--- src/rtl/ahb_input_pkg.sv ---
// rtl/ahb_input_pkg.sv - register map, PARAMS layout and debounce counter sizing
package ahb_input_pkg;

    localparam int OFF_BITS = 12;

    localparam logic [OFF_BITS-1:0] OFF_SWITCHES  = 12'h000;
    localparam logic [OFF_BITS-1:0] OFF_BTN_STATE = 12'h004;
    localparam logic [OFF_BITS-1:0] OFF_PENDING   = 12'h008;
    localparam logic [OFF_BITS-1:0] OFF_RELEASE   = 12'h00C;
    localparam logic [OFF_BITS-1:0] OFF_IRQ_EN    = 12'h010;
    localparam logic [OFF_BITS-1:0] OFF_PARAMS    = 12'h014;

    localparam int PARAMS_SW_LSB  = 0;
    localparam int PARAMS_BTN_LSB = 8;

    function automatic int cnt_width(input int cycles);
        return $clog2(cycles + 1);
    endfunction

endpackage

--- src/rtl/input_debounce.sv ---
// rtl/input_debounce.sv - per-button 2-flop synchroniser, debouncer and edge detect
module input_debounce
    import ahb_input_pkg::*;
#(
    parameter int DEBOUNCE_CYCLES = 50000
) (
    input  logic clk_i,
    input  logic rst_i,
    input  logic btn_i,
    output logic state_o,
    output logic rise_o,
    output logic fall_o
);

    localparam int              CW       = cnt_width(DEBOUNCE_CYCLES);
    localparam logic [CW-1:0]   CNT_LAST = CW'(DEBOUNCE_CYCLES - 1);

    logic [1:0]    sync_q;
    logic          state_q;
    logic [CW-1:0] cnt_q;
    logic          differ;
    logic          accept;

    // The accepting cycle is the one whose increment would reach DEBOUNCE_CYCLES.
    assign differ = sync_q[1] != state_q;
    assign accept = differ && (cnt_q == CNT_LAST);

    assign state_o = state_q;
    assign rise_o  = accept &  sync_q[1];
    assign fall_o  = accept & ~sync_q[1];

    always_ff @(posedge clk_i) begin
        if (rst_i) begin
            sync_q  <= '0;
            state_q <= 1'b0;
            cnt_q   <= '0;
        end else begin
            sync_q <= {sync_q[0], btn_i};
            if (accept) begin
                state_q <= sync_q[1];
                cnt_q   <= '0;
            end else if (differ) begin
                cnt_q <= cnt_q + CW'(1);
            end else begin
                cnt_q <= '0;
            end
        end
    end

endmodule

--- src/rtl/ahb_input_ctrl.sv ---
// rtl/ahb_input_ctrl.sv - AHB-Lite slave exposing synchronised switches and debounced buttons
module ahb_input_ctrl
    import ahb_input_pkg::*;
#(
    parameter int NUM_SWITCHES    = 16,
    parameter int NUM_BUTTONS     = 2,
    parameter int DEBOUNCE_CYCLES = 50000
) (
    input  logic                    HCLK,
    input  logic                    HRESET,
    input  logic                    HSEL,
    input  logic                    HWRITE,
    input  logic                    HREADY,
    input  logic [1:0]              HTRANS,
    input  logic [31:0]             HADDR,
    input  logic [2:0]              HSIZE,
    input  logic [31:0]             HWDATA,
    output logic [31:0]             HRDATA,
    output logic                    HREADYOUT,
    output logic                    HRESP,
    input  logic [NUM_SWITCHES-1:0] Switches,
    input  logic [NUM_BUTTONS-1:0]  Buttons,
    output logic                    IRQ
);

    logic [NUM_SWITCHES-1:0] sw_meta_q, sw_sync_q;
    logic [NUM_BUTTONS-1:0]  btn_state, btn_rise, btn_fall;
    logic [NUM_BUTTONS-1:0]  pending_q, pending_d;
    logic [NUM_BUTTONS-1:0]  release_q, release_d;
    logic [NUM_BUTTONS-1:0]  irq_en_q, irq_en_d;
    logic                    wr_q;
    logic [OFF_BITS-1:0]     waddr_q;
    logic [31:0]             rdata_q, rdata_d;
    logic                    irq_q;
    logic                    accept;
    logic [OFF_BITS-1:0]     haddr_off;
    logic [NUM_BUTTONS-1:0]  wdata_btn;
    logic                    unused_bus;

    assign accept    = HSEL & HREADY & HTRANS[1];
    assign haddr_off = {HADDR[OFF_BITS-1:2], 2'b00};
    assign wdata_btn = HWDATA[NUM_BUTTONS-1:0];
    assign unused_bus = ^{HSIZE, HTRANS[0], HADDR[31:OFF_BITS], HADDR[1:0], HWDATA};

    assign HRDATA    = rdata_q;
    assign HREADYOUT = 1'b1;
    assign HRESP     = 1'b0;
    assign IRQ       = irq_q;

    for (genvar g = 0; g < NUM_BUTTONS; g++) begin : g_btn
        input_debounce #(
            .DEBOUNCE_CYCLES(DEBOUNCE_CYCLES)
        ) u_debounce (
            .clk_i  (HCLK),
            .rst_i  (HRESET),
            .btn_i  (Buttons[g]),
            .state_o(btn_state[g]),
            .rise_o (btn_rise[g]),
            .fall_o (btn_fall[g])
        );
    end

    // Events are OR-ed in after the W1C mask so a same-cycle event survives the clear.
    always_comb begin
        pending_d = pending_q;
        release_d = release_q;
        irq_en_d  = irq_en_q;
        if (wr_q) begin
            case (waddr_q)
                OFF_PENDING: pending_d = pending_q & ~wdata_btn;
                OFF_RELEASE: release_d = release_q & ~wdata_btn;
                OFF_IRQ_EN:  irq_en_d  = wdata_btn;
                default: ;
            endcase
        end
        pending_d = pending_d | btn_rise;
        release_d = release_d | btn_fall;
    end

    // Reads sample next-state values so a read right behind a write sees its effect.
    always_comb begin
        rdata_d = '0;
        case (haddr_off)
            OFF_SWITCHES:  rdata_d[NUM_SWITCHES-1:0] = sw_sync_q;
            OFF_BTN_STATE: rdata_d[NUM_BUTTONS-1:0]  = btn_state;
            OFF_PENDING:   rdata_d[NUM_BUTTONS-1:0]  = pending_d;
            OFF_RELEASE:   rdata_d[NUM_BUTTONS-1:0]  = release_d;
            OFF_IRQ_EN:    rdata_d[NUM_BUTTONS-1:0]  = irq_en_d;
            OFF_PARAMS: begin
                rdata_d[PARAMS_SW_LSB +: 8]  = 8'(NUM_SWITCHES);
                rdata_d[PARAMS_BTN_LSB +: 8] = 8'(NUM_BUTTONS);
            end
            default: ;
        endcase
    end

    always_ff @(posedge HCLK) begin
        if (HRESET) begin
            sw_meta_q <= '0;
            sw_sync_q <= '0;
            pending_q <= '0;
            release_q <= '0;
            irq_en_q  <= '0;
            irq_q     <= 1'b0;
            wr_q      <= 1'b0;
            waddr_q   <= '0;
            rdata_q   <= '0;
        end else begin
            sw_meta_q <= Switches;
            sw_sync_q <= sw_meta_q;
            pending_q <= pending_d;
            release_q <= release_d;
            irq_en_q  <= irq_en_d;
            irq_q     <= |((pending_q | release_q) & irq_en_q);
            wr_q      <= accept & HWRITE;
            waddr_q   <= haddr_off;
            rdata_q   <= (accept && !HWRITE) ? rdata_d : '0;
        end
    end

endmodule

--- config.mk ---
export PLATFORM = sky130hd
export DESIGN_NAME = ahb_input_ctrl
export DESIGN_NICKNAME = d
export VERILOG_FILES = /design/src/rtl/ahb_input_pkg.sv /design/src/rtl/input_debounce.sv /design/src/rtl/ahb_input_ctrl.sv
export SDC_FILE = /design/constraint.sdc
export NUM_CORES = 1
export LEC_CHECK = 0
export ABC_AREA = 1
export CAP_MARGIN = 10
export CORE_MARGIN = 2
export CORE_UTILIZATION = 50
export DETAILED_ROUTE_END_ITERATION = 8
export DONT_BUFFER_PORTS = 1
export GPL_TIMING_DRIVEN = 0
export PLACE_DENSITY = 0.7
export SLEW_MARGIN = 20
export SYNTH_ARGS = -nofsm -noshare
export SYNTH_HDL_FRONTEND = slang
export SYNTH_HIERARCHICAL = 1
export SYNTH_SLANG_ARGS = --single-unit
--- constraint.sdc ---
create_clock -name HCLK -period 1.8 [get_ports HCLK]
set_clock_uncertainty 0.15 [all_clocks]
set_input_delay 0.36 -clock HCLK [delete_from_list [all_inputs] [get_ports HCLK]]
set_output_delay 0.36 -clock HCLK [all_outputs]
set_load 0.05 [all_outputs]
* Yosys cells after proc, flatten, opt, wreduce, memory -nomap -nowiden
Cells that the tools add are included.
Storage, ports and cells: input bits 92, register bits 122, output and inout bits 35
Operators by class: multiplexer cells 8, reductions and logical operators 9, equal/unequal tests 12, add/sub/neg operators 2, bitwise operators 19
Operators by type and width (number):
- $add A16 B1 Y16 const B | 2
- $eq A16 B16 Y1 const B | 2
- $pmux W14 S2 | 1
- $eq A12 B4 Y1 const B | 2
- $eq A10 B2 Y1 const B | 2
- $eq A10 B3 Y1 const B | 2
- $eq A12 B5 Y1 const B | 1
- $logic_not A12 Y1 | 1
- $mux W2 | 6
- $eq A10 B1 Y1 const B | 1
- $pmux W2 S5 | 1
- $and A1 B1 Y1 | 7
- $and A2 B2 Y2 | 3
- $or A2 B2 Y2 | 3
- $reduce_or A3 Y1 | 2
- $not A1 Y1 | 5
- $reduce_or A2 Y1 | 2
- $logic_and A1 B1 Y1 | 3
- $ne A1 B1 Y1 | 2
- $not A2 Y2 | 1
- $logic_not A1 Y1 | 1

* Logic depth before layout (Yosys ltp)
Gate-level depths: netlist of run 1.
depth in word-level cells 6, depth in mapped cells 12, mapped depth without buffers 12

* Cells and area by module
Netlist of run 1, hierarchy kept.
By module, submodules not included:
- ahb_input_ctrl | area each 2452.4 µm², times used 1, cells an instance 301, seq. area each 1321.3 µm²
- input_debounce | area each 974.7 µm², times used 2, cells an instance 132, seq. area each 380.4 µm²

* Worst setup path after synthesis of run 1
OpenSTA, ideal clock, no wires.
kind register -> register, start point register g_btn[0].u_debounce.cnt_q[0], end point register rdata_q[0], in the netlist HRDATA[0], cell stages (with the launch flop) 12, setup slack 297 ps, data arrival time 1297 ps, required time 1594 ps, path through dfxtp_1 ha_1 nand3_4 nor2_4 nand2_4 nor2_1 inv_1 nand2_1 nand2_1 nand3_1 nand2_1 inv_1
Between the ends: word-level cells in the longest chain between the ends 5, elaborated cells between the ends (all ways) 7
RTL lines:
- start, declared | RTL line input_debounce.sv:20 | logic [CW-1:0] cnt_q;
- start signal, assigned | RTL line input_debounce.sv:43 | cnt_q <= cnt_q + CW'(1);
- $eq A16 B16 Y1 | RTL line input_debounce.sv:26 | assign accept = differ && (cnt_q == CNT_LAST);
- $logic_and A1 B1 Y1 | RTL line input_debounce.sv:26
- $and A1 B1 Y1 | RTL line input_debounce.sv:29 | assign rise_o = accept & sync_q[1];
- named net btn_rise[0] | RTL line ahb_input_ctrl.sv:27 | logic [NUM_BUTTONS-1:0] btn_state, btn_rise, btn_fall;
- $or A2 B2 Y2 | RTL line ahb_input_ctrl.sv:76 | pending_d = pending_d | btn_rise;
- $pmux W2 S5 | RTL line ahb_input_ctrl.sv:83 | case (haddr_off)
- end signal, assigned | RTL line ahb_input_ctrl.sv:117 | rdata_q <= (accept && !HWRITE) ? rdata_d : '0;
- end, declared | RTL line ahb_input_ctrl.sv:33 | logic [31:0] rdata_q, rdata_d;
The timed path passes the listed nets, and every way through them passes these cells. A chain may end at the register's enable or synchronous reset.

* Final worst setup path of run 1
start point register g_btn[1].u_debounce.cnt_q[0], end point register rdata_q[1], in the netlist HRDATA[1]
Between the ends: word-level cells in the longest chain between the ends 5, elaborated cells between the ends (all ways) 7
RTL lines (RTL line):
- start, declared | input_debounce.sv:20
- start signal, assigned | input_debounce.sv:43
- $eq A16 B16 Y1 | input_debounce.sv:26
- $logic_and A1 B1 Y1 | input_debounce.sv:26
- $and A1 B1 Y1 | input_debounce.sv:29
- named net btn_rise[1] | ahb_input_ctrl.sv:27
- $or A2 B2 Y2 | ahb_input_ctrl.sv:76
- $pmux W2 S5 | ahb_input_ctrl.sv:83
The timed path passes the listed nets, and every way through them passes these cells.

==> impl_summary.md, run 1 <==
GRT
Global routing used 17.9% of the available tracks. The via count of the first global-routing pass is 3302. The global-route wire length before repair is 14.2 mm. The initial antenna violation count was 0. The pin count of the biggest net entering global routing is 23.

Summed over all layers, the global routing overflow is 0.

Die
The total I/O pin count is 127. The die width is 97.8 um. The initial core utilization is 51.0%. In this run the core area contains 34 standard-cell rows. The full die area is 9570 um2. The area of the core region is 8640 um2. The height of the die is 97.8 um.

Clock network
The clock tree buffer depth is 2. The number of buffers inserted during clock tree synthesis is 9. For the worst-skew pair, the clock arrives at the later sink with an insertion delay of 0.38 ns. The TritonCTS clock tree is done. Clock-pin slew was measured on the worst setup and hold paths at 0.11 ns. The TritonCTS sink count is 104.

CTS built an H-tree with a depth of 3. CTS placed an instance of clkbuf_8 at the clock tree root.

Detailed routing
In this run, the number of DRC markers left after iteration 0 of detailed routing was 74. In this run the top signal layer used is met4. After detailed routing, the number of vias per cell comes to 4.50.

The pre-antenna-repair detailed-routing pass consisted of 4 iterations. The routed length per instance is 10.9 um. The number of nets with antenna violations after routing is 0.

The total via count after detailed routing is 3314. The met2 wire length is 4.00 mm. Wires add up to 7.99 mm. For this run, design rule violations remaining after detail routing come to 0.

After detailed routing, the met3 layer carries 291 um of wire. In the final routing, the length of wire on met1 measures 3.62 mm.

Placed design
Buffers placed on the I/O ports in this run total 0. Routability-driven placement finished with a final weighted congestion of 0.858. After legalization and detailed placement, the total HPWL measured 5.69 mm. In this run, placement finished with an instance count of 689.

Logic synthesis
In this run, synthesis produced a sequential element count of 104. The proportion of synthesized area in mux cells is 0%. After synthesis, the largest family of logic cells by area is simple AND/OR/NAND/NOR gates. The area fraction of the dominant cell type after synthesis is 47.3%. The post-synthesis share of cell area spent on and, or, nand and nor gates is 33.1%.

Synthesis instantiated 33 different standard cells from the library. The area fraction in compound gates after synthesis is 3.07%. Yosys attributes the largest share of cell area to dfxtp_1 (47%), nor2_1 (8.7%), nand2_1 (8.0%). The adder and majority cell fraction of the synthesized area is 0.569%. Each instance of the synthesized netlist takes up on average 7.79 um2.

After technology mapping, the gate count stands at 565. The number of warnings reported in the yosys synthesis log is 6. The share of the Yosys chip area taken by registers is 47.3%. The synthesized netlist occupies a cell area of 4400 um2.

The largest area contributor in the netlist is dfxtp_1. The xor/xnor share of the synthesized area is 2.79%.

Setup path
The type of destination of the critical path is a flop. At the worst endpoint, the required time is 1.98 ns. The data arrival at the endpoint of the critical path is 1.80 ns. The critical path startpoint category is a flop.

The largest fanout on the critical path is 4. The critical path in this run is classified as reg -> reg.

Hold path
The worst hold path belongs to the class in -> reg.

Finish
The non-filler instance count after layout is 736. Relative to the synthesized area, the layout overhead comes to 16.7%. Leaving out fill and tap cells, the most frequent cell in the layout is nor2_1.

0 antenna diodes ended up in the layout. The share of layout cells above drive strength 1 is 15.6%. For this run, the post-layout net count is 717. The share of the core filled with cells in the final layout is 59.5%. The top cell types in the final layout, fill and taps aside, are nor2_1 (102), dfxtp_1 (101), nand2_1 (94), inv_1 (92), dlygate4sd3_1 (31).

STA
The worst path in the final design needs a cycle of 1.62 ns, including I/O delays and setup. At the pin with the least slew margin, the transition time is 0.523 ns. For this run, the top clock speed supported by timing is 0.618 GHz. Setup repair after global routing left no endpoint under its margin.

The setup TNS after final layout is 0 ns. The max-slew violation count was 0. The number of hold violations in the final report is 0. Setup violations remaining at the end of the flow were counted as 0. The remaining max-slew budget at the tightest pin is 65.1%. The final critical-path share of the clock period is 90.0%.

Pwr
The ratio of total power to cell area is 809 nW/um2. The analysis attributes to cell leakage a power of 2.08 nW. The maximum vdd drop is 0.000452 V.

Run status
The run finished with clean final reports.

Run
Across the run, the number of max-cap violations was 0.
==> per-layer routing <==
layer,vias up,track usage (%)
li1,1778,-
met1,1471,21.6
met2,59,31.3
met3,6,4.37
met4,0,5.98
met5,-,0
==> per-stage QoR <==
stage	power (mW)	instance area [um2]	hold slack, ns	worst slack (ns)
6_report	4.15	5140	0.0833	0.181
5_1_grt	4.31	5140	0.0689	0.00325
4_1_cts	4.20	5120	0.0609	0.0780
3_5_place_dp	2.65	4600	0.246	0.121
3_3_place_gp	2.65	4600	0.247	0.153
2_1_floorplan	2.63	4460	0.238	0.297
==> cell type report <==
cell class | count | area [um2]
Inverter | 95 | 357
Timing Repair Buffer | 31 | 310
Clock inverter | 7 | 93.8
Multi-Input combinational cell | 354 | 1810
Fill cell | 764 | 3500
Sequential cell | 104 | 2090
Clock buffer | 9 | 124
Tap cell | 108 | 135
Buffer | 28 | 214
==> worst max-delay path, stage by stage (launching register included) <==
cell,delay [ns]
dfxtp_4,0.38
ha_2,0.21
nand3_4,0.12
nor2_4,0.16
nand2_4,0.08
nor2_1,0.09
inv_1,0.06
nand2_1,0.07
nand2_1,0.05
nand3_1,0.08
nand2_1,0.06
inv_1,0.06
==> cells in the mapped netlist <==
cell and count:
nand3_1 30, or2_2 2, ha_1 2, nand3b_1 2
nor2_1 102, buf_12 2, clkbuf_1 6, nand3_4 2
dfxtp_1 104, nor2_8 1, nand2_2 2, conb_1 2
inv_1 92, nand2_1 94, o21ai_1 2, buf_6 1
nor3_1 1, xor2_1 10, a21oi_1 23, buf_4 18
nor3_2 1, nor2_2 25, nor3b_2 10, nand2_4 4
or2_1 1, or3b_1 1, xnor2_1 4, nor3b_1 2
nor2_4 5, o21ai_0 2, nand4_1 8, buf_2 1
inv_2 3
==> final timing paths <==
path                                            startpoint                                       end  slack (ns)  cells after the start
setup / recovery   g_btn[1].u_debounce/cnt_q[0]$_SDFF_PP0_                      HRDATA[1]$_SDFF_PP0_        0.18                     11
hold / removal                                      HRESET  g_btn[1].u_debounce/cnt_q[13]$_SDFF_PP0_        0.08                      3
setup reg to reg   g_btn[1].u_debounce/cnt_q[0]$_SDFF_PP0_                      HRDATA[1]$_SDFF_PP0_        0.18                     11
hold reg to reg   g_btn[1].u_debounce/sync_q[0]$_SDFF_PP0_  g_btn[1].u_debounce/sync_q[1]$_SDFF_PP0_        0.26                      2
==> sequential cells by signal, indices dropped and copies added, names as in the netlist <==
signal,cells
g_btn.u_debounce/state_o,2
irq_en_q,2
pending_q,2
wr_q,1
waddr_q,10
HRDATA,16
release_q,2
g_btn.u_debounce/cnt_q,32
sw_meta_q,16
g_btn.u_debounce/sync_q,4
IRQ,1
sw_sync_q,16
==> report_power, final <==
part           internal, mW  switching (mW)
Clock                 0.569           0.927
Combinational         0.113           0.179
Sequential             2.35          0.0164
Total                  3.03            1.12
==> timing repair <==
item | CTS | global route
setup buffers | 0 | 0
endpoints found under the setup margin | 0 | 3
endpoints found under the hold margin | 33 | 0
gates resized for setup | 0 | 6
hold buffers | 31 | 0
==> cells by family (layout without fill, tap and decap cells) <==
family,after synthesis,after routing
AOI/OAI and AO/OA,27,27
xor gates and xnor gates,14,14
DFF,104,104
other,2,18
adders and majority gates,2,2
and+or+nand+nor,293,293
buffers and inverters,123,170
Note: power is estimated with default switching activity, not from simulation.
==> inputs of run 2 (changes only) <==
- ABC_AREA: 1 -> unset
==> run 2 against run 1 <==
  * The flow now finishes with violations (setup timing)
  * Largest power group unchanged
  * Critical path type unchanged
  * Power down 1.5%
  * Largest cell class unchanged
  * Final area is 1.8% lower
  * Final cell count down 23%
==> impl_summary.md, run 2 <==
Pwr
The maximum vdd drop is 0.000605 V (+34%). The leakage power figure is 1.84 nW (-11%). The ratio of total power to cell area was 811 nW/um2 (+0.32%).

Logic synthesis
The number of warnings reported in the yosys synthesis log was 6 (unchanged). The proportion of synthesized area in mux cells is 0.499% (+0.50 points). The count of cell types in the netlist is 52 (+58%). The area of the mapped netlist is 4020 um2 (-8.8%).

The cell count after synthesis is 395 (-30%). The register bit total from synthesis is 104 (unchanged). The area fraction of the dominant cell type after synthesis is 51.9% (+4.6 points). The adder and majority cell fraction of the synthesized area was 0.623% (+0.055 points). The post-synthesis share of cell area spent on and, or, nand and nor gates was 30.6% (-2.5 points). By area the synthesized netlist is led by dfxtp_1 (52%), nor2b_1 (7.3%), xnor2_1 (6.1%). The leading cell type by number of instances after synthesis is dfxtp_1.

By area, the combinational part of the netlist is dominated by simple AND/OR/NAND/NOR gates. In the synthesized netlist the dominant register cell turns out to be dfxtp_1. The sequential cell area fraction in the yosys report was 51.9% (+4.6 points).

The largest area contributor in the netlist is dfxtp_1. The commonest cells after synthesis are dfxtp_1 (104), nor2_1 (54), nor2b_1 (47). The async set-or-reset flop fraction in the synthesized netlist is 0% (unchanged). The mean instance size in the synthesized netlist was 10.2 um2 (+30%).

The area fraction in compound gates after synthesis is 3.90% (+0.83 points). The xor/xnor share of the synthesized area is 6.54% (+3.8 points). The number of synthesized flops with an enable pin was 0 (unchanged).

STA
The fmax is 0.509 GHz (-18%). Setup repair after global routing could not meet its margin everywhere. The number of hold violations in the final report is 0 (unchanged). The pin slew with the least headroom to its limit is 0.625 ns (+0.102 ns). The remaining max-slew budget at the tightest pin is 58.0% (-7.2 points).

The final worst slack is -0.166 ns (-0.347 ns). The number of setup violations in the final report is 2 (+2). The final critical-path share of the clock period is 109% (+19 points). The worst hold slack is 0.0304 ns (-0.0529 ns).

The clock period minus final worst setup slack is 1.97 ns (+0.347 ns). The max-slew violation count is 0 (unchanged).

Clock network
The TritonCTS clock tree is done. The clock-pin slew of the registers on the worst-case setup and hold paths is 0.11 ns (about the same). The clock tree buffer depth is 2 (unchanged). The number of buffers inserted during clock tree synthesis is 9 (unchanged). The clock latency reported for the late side of the worst-skew pair is 0.36 ns (-0.02 ns). The root buffer cell chosen for the clock tree is clkbuf_8. The TritonCTS sink count is 104 (unchanged).

The depth of the CTS H-tree is 3 (unchanged).

Setup path
The startpoint of the lowest-slack register-to-register path is g_btn[0].u_debounce/cnt_q[4]$_SDFF_PP0_. The delay of the slowest critical-path stage was 0.38 ns (about the same). The critical path goes through nor4bb_4 > nand4b_4 > nor3b_4 > nor2_2 > a41oi_2 > o221ai_1 > a31oi_1. The number of cells on the worst reg-to-reg path is 7 (-4). The minimum setup slack among reg-to-reg paths is -0.17 ns (-0.35 ns). STA classifies the critical path endpoint as a flop.

The critical path in this run is classified as reg -> reg. Among all stages on the critical path, the largest delay is contributed by dfxtp_2. The worst register-to-register path ends at HRDATA[0]$_SDFF_PP0_. The data required time at the worst endpoint is 1.93 ns (-0.05 ns). The data arrival at the endpoint of the critical path is 2.09 ns (+0.29 ns). The largest fanout on the critical path is 5 (+1). The critical path startpoint category is a flop.

Die
The standard-cell row count came to 32 (-5.9%). The height of the die is 93.6 um (-4.3%). The total I/O pin count was 127 (unchanged).

The die width is 93.6 um (-4.3%). The initial core utilization came to 51.7% (+0.72 points). The area of the core region was 7770 um2 (-10%).

The full die area is 8760 um2 (-8.4%).

Placed design
The placed wire-length estimate is 5.09 mm (-11%). The weighted congestion at the end of routability-driven global placement is 0.874 (+1.9%). The count of input and output buffers is 0 (unchanged).

The placed cell count is 513 (-26%).

Finish
The non-filler instance count after layout is 570 (-23%). The area added between synthesis and finish is 25.6%. The share of layout cells above drive strength 1 came to 22.0% (+6.4 points). In the layout the commonest cells are dfxtp_1 (89), nor2_1 (51), nor2b_1 (47), dlygate4sd3_1 (30), buf_4 (29). The layout net count was 557 (-22%). The antenna diode count is 0 (unchanged). The flip-flop count of the largest register, all copies and words added was 32 (unchanged). Ranked by flip-flop count, first place goes to g_btn.u_debounce/cnt_q. The library cell used most frequently in the layout, excluding fill and tap cells, is dfxtp_1. The number of filler cells placed in the layout is 612 (-20%).

Detailed routing
The number of nets with antenna violations after routing is 0 (unchanged). The overall routed net length is 7.55 mm (-5.5%). The count of routing violations after the opening detailed-route iteration was 69 (-6.8%).

The ratio of routed vias to standard cells was 4.91 (+9.0%). The count of unresolved DRC violations after routing is 0 (unchanged). The count of TritonRoute iterations in the first routing pass was 4 (unchanged).

The total via count after detailed routing is 2798 (-16%). The routed length per instance was 13.2 um (+22%).

Hold path
The sink of the worst hold path is HRDATA[4]$_SDFF_PP0_. The worst hold path begins at HADDR[4]. The number of instances on the worst hold path is 3 (unchanged). The class of the tightest hold or removal check is in -> reg.

GRT
The global routing usage summed across all routing layers is 18.7% (+0.77 points). The initial antenna violation count was 0 (unchanged). The via count of the first global-routing pass is 2794 (-15%).

The global-route wire length before repair is 12.8 mm (-10%). The total grt overflow is 0 (unchanged). The pin count of the biggest net entering global routing is 23 (unchanged).

Run status
The final reports fail on setup timing. The flow ran to the end, but the final reports show violations.

Run
The number of max-capacitance violations reported is 0 (unchanged).
[run 2: cell types whose count changed after synthesis, moves of 19 or more]
cell     delta
nor2b_1    +47
xnor2_1    +24
inv_1      -80
a21oi_1    -19
nand3_1    -22
nor2_1     -48
nor2_2     -25
nand2_1    -85
[run 2: per-stage QoR]
stage	TNS [ns]	area [um2]	power (mW)	utilization, %	worst slack, ns
finish	-0.224	5040	4.09	64.9	-0.166
global route	-0.695	5040	4.27	64.9	-0.288
CTS	-0.292	4960	4.14	63.8	-0.167
detailed placement	-4.99	4270	2.63	55.0	-0.355
global placement	-4.53	4270	2.62	55.0	-0.324
floorplan	-1.51	4140	2.61	-	-0.142
[run 2: how the worst max path moves through the flow]
stage                            end                                startpoint  cells after the start
6_report        HRDATA[0]$_SDFF_PP0_   g_btn[0].u_debounce/cnt_q[4]$_SDFF_PP0_                      7
5_1_grt         HRDATA[0]$_SDFF_PP0_  g_btn[0].u_debounce/cnt_q[10]$_SDFF_PP0_                      7
4_1_cts         HRDATA[0]$_SDFF_PP0_   g_btn[0].u_debounce/cnt_q[7]$_SDFF_PP0_                      7
3_5_place_dp    HRDATA[6]$_SDFF_PP0_                                 HADDR[10]                      6
3_3_place_gp    HRDATA[5]$_SDFF_PP0_                                 HADDR[10]                      6
2_1_floorplan  HRDATA[10]$_SDFF_PP0_                                 HADDR[10]                      6
[run 2: critical path, delay by kind of cell (launching register included)]
kind / cells / cell delay [ns]
and+or+nand+nor: 4 / 0.78
DFF: 1 / 0.38
AOI/OAI and AO/OA: 3 / 0.58
[run 2: where the power goes]
group / switching, mW / internal, mW
clock: 0.892 / 0.569
combinational: 0.151 / 0.116
sequential: 0.0218 / 2.34
[run 2: per-layer routing]
layer	share of wire, %	up-vias	wire length, um	global-route usage (%)
li1	-	1432	-	-
met1	41	1300	3110	21.4
met2	53	62	4000	34.2
met3	4.9	4	369	4.35
met4	0.86	0	65	5.92
met5	0	-	0	0
[run 2: final cells by class]
type	instances	area, um2	area share, %
Clock inverter	7	91.3	1.81
Timing Repair Buffer	41	383	7.59
Multi-Input combinational cell	268	1970	39.0
Inverter	12	45.0	0.893
Sequential cell	104	2110	41.9
Clock buffer	9	124	2.46
Tap cell	102	128	2.53
Buffer	27	193	3.82
[run 2: logic make-up after synthesis]
family,Yosys count
buffers and inverters,39
adders and majority gates,2
xor gates and xnor gates,30
other,2
AOI/OAI and AO/OA,22
DFF,104
muxes,2
and+or+nand+nor,194
[run 2: what timing repair did]
| action | CTS | global route |
|---|---|---|
| hold endpoints to repair | 33 | 0 |
| pin swaps | 11 | 7 |
| buffers inserted | 6 | 5 |
| setup endpoints to repair | 7 | 9 |
| hold buffers | 30 | 0 |
| cloned | 0 | 0 |
| gates resized for setup | 32 | 13 |
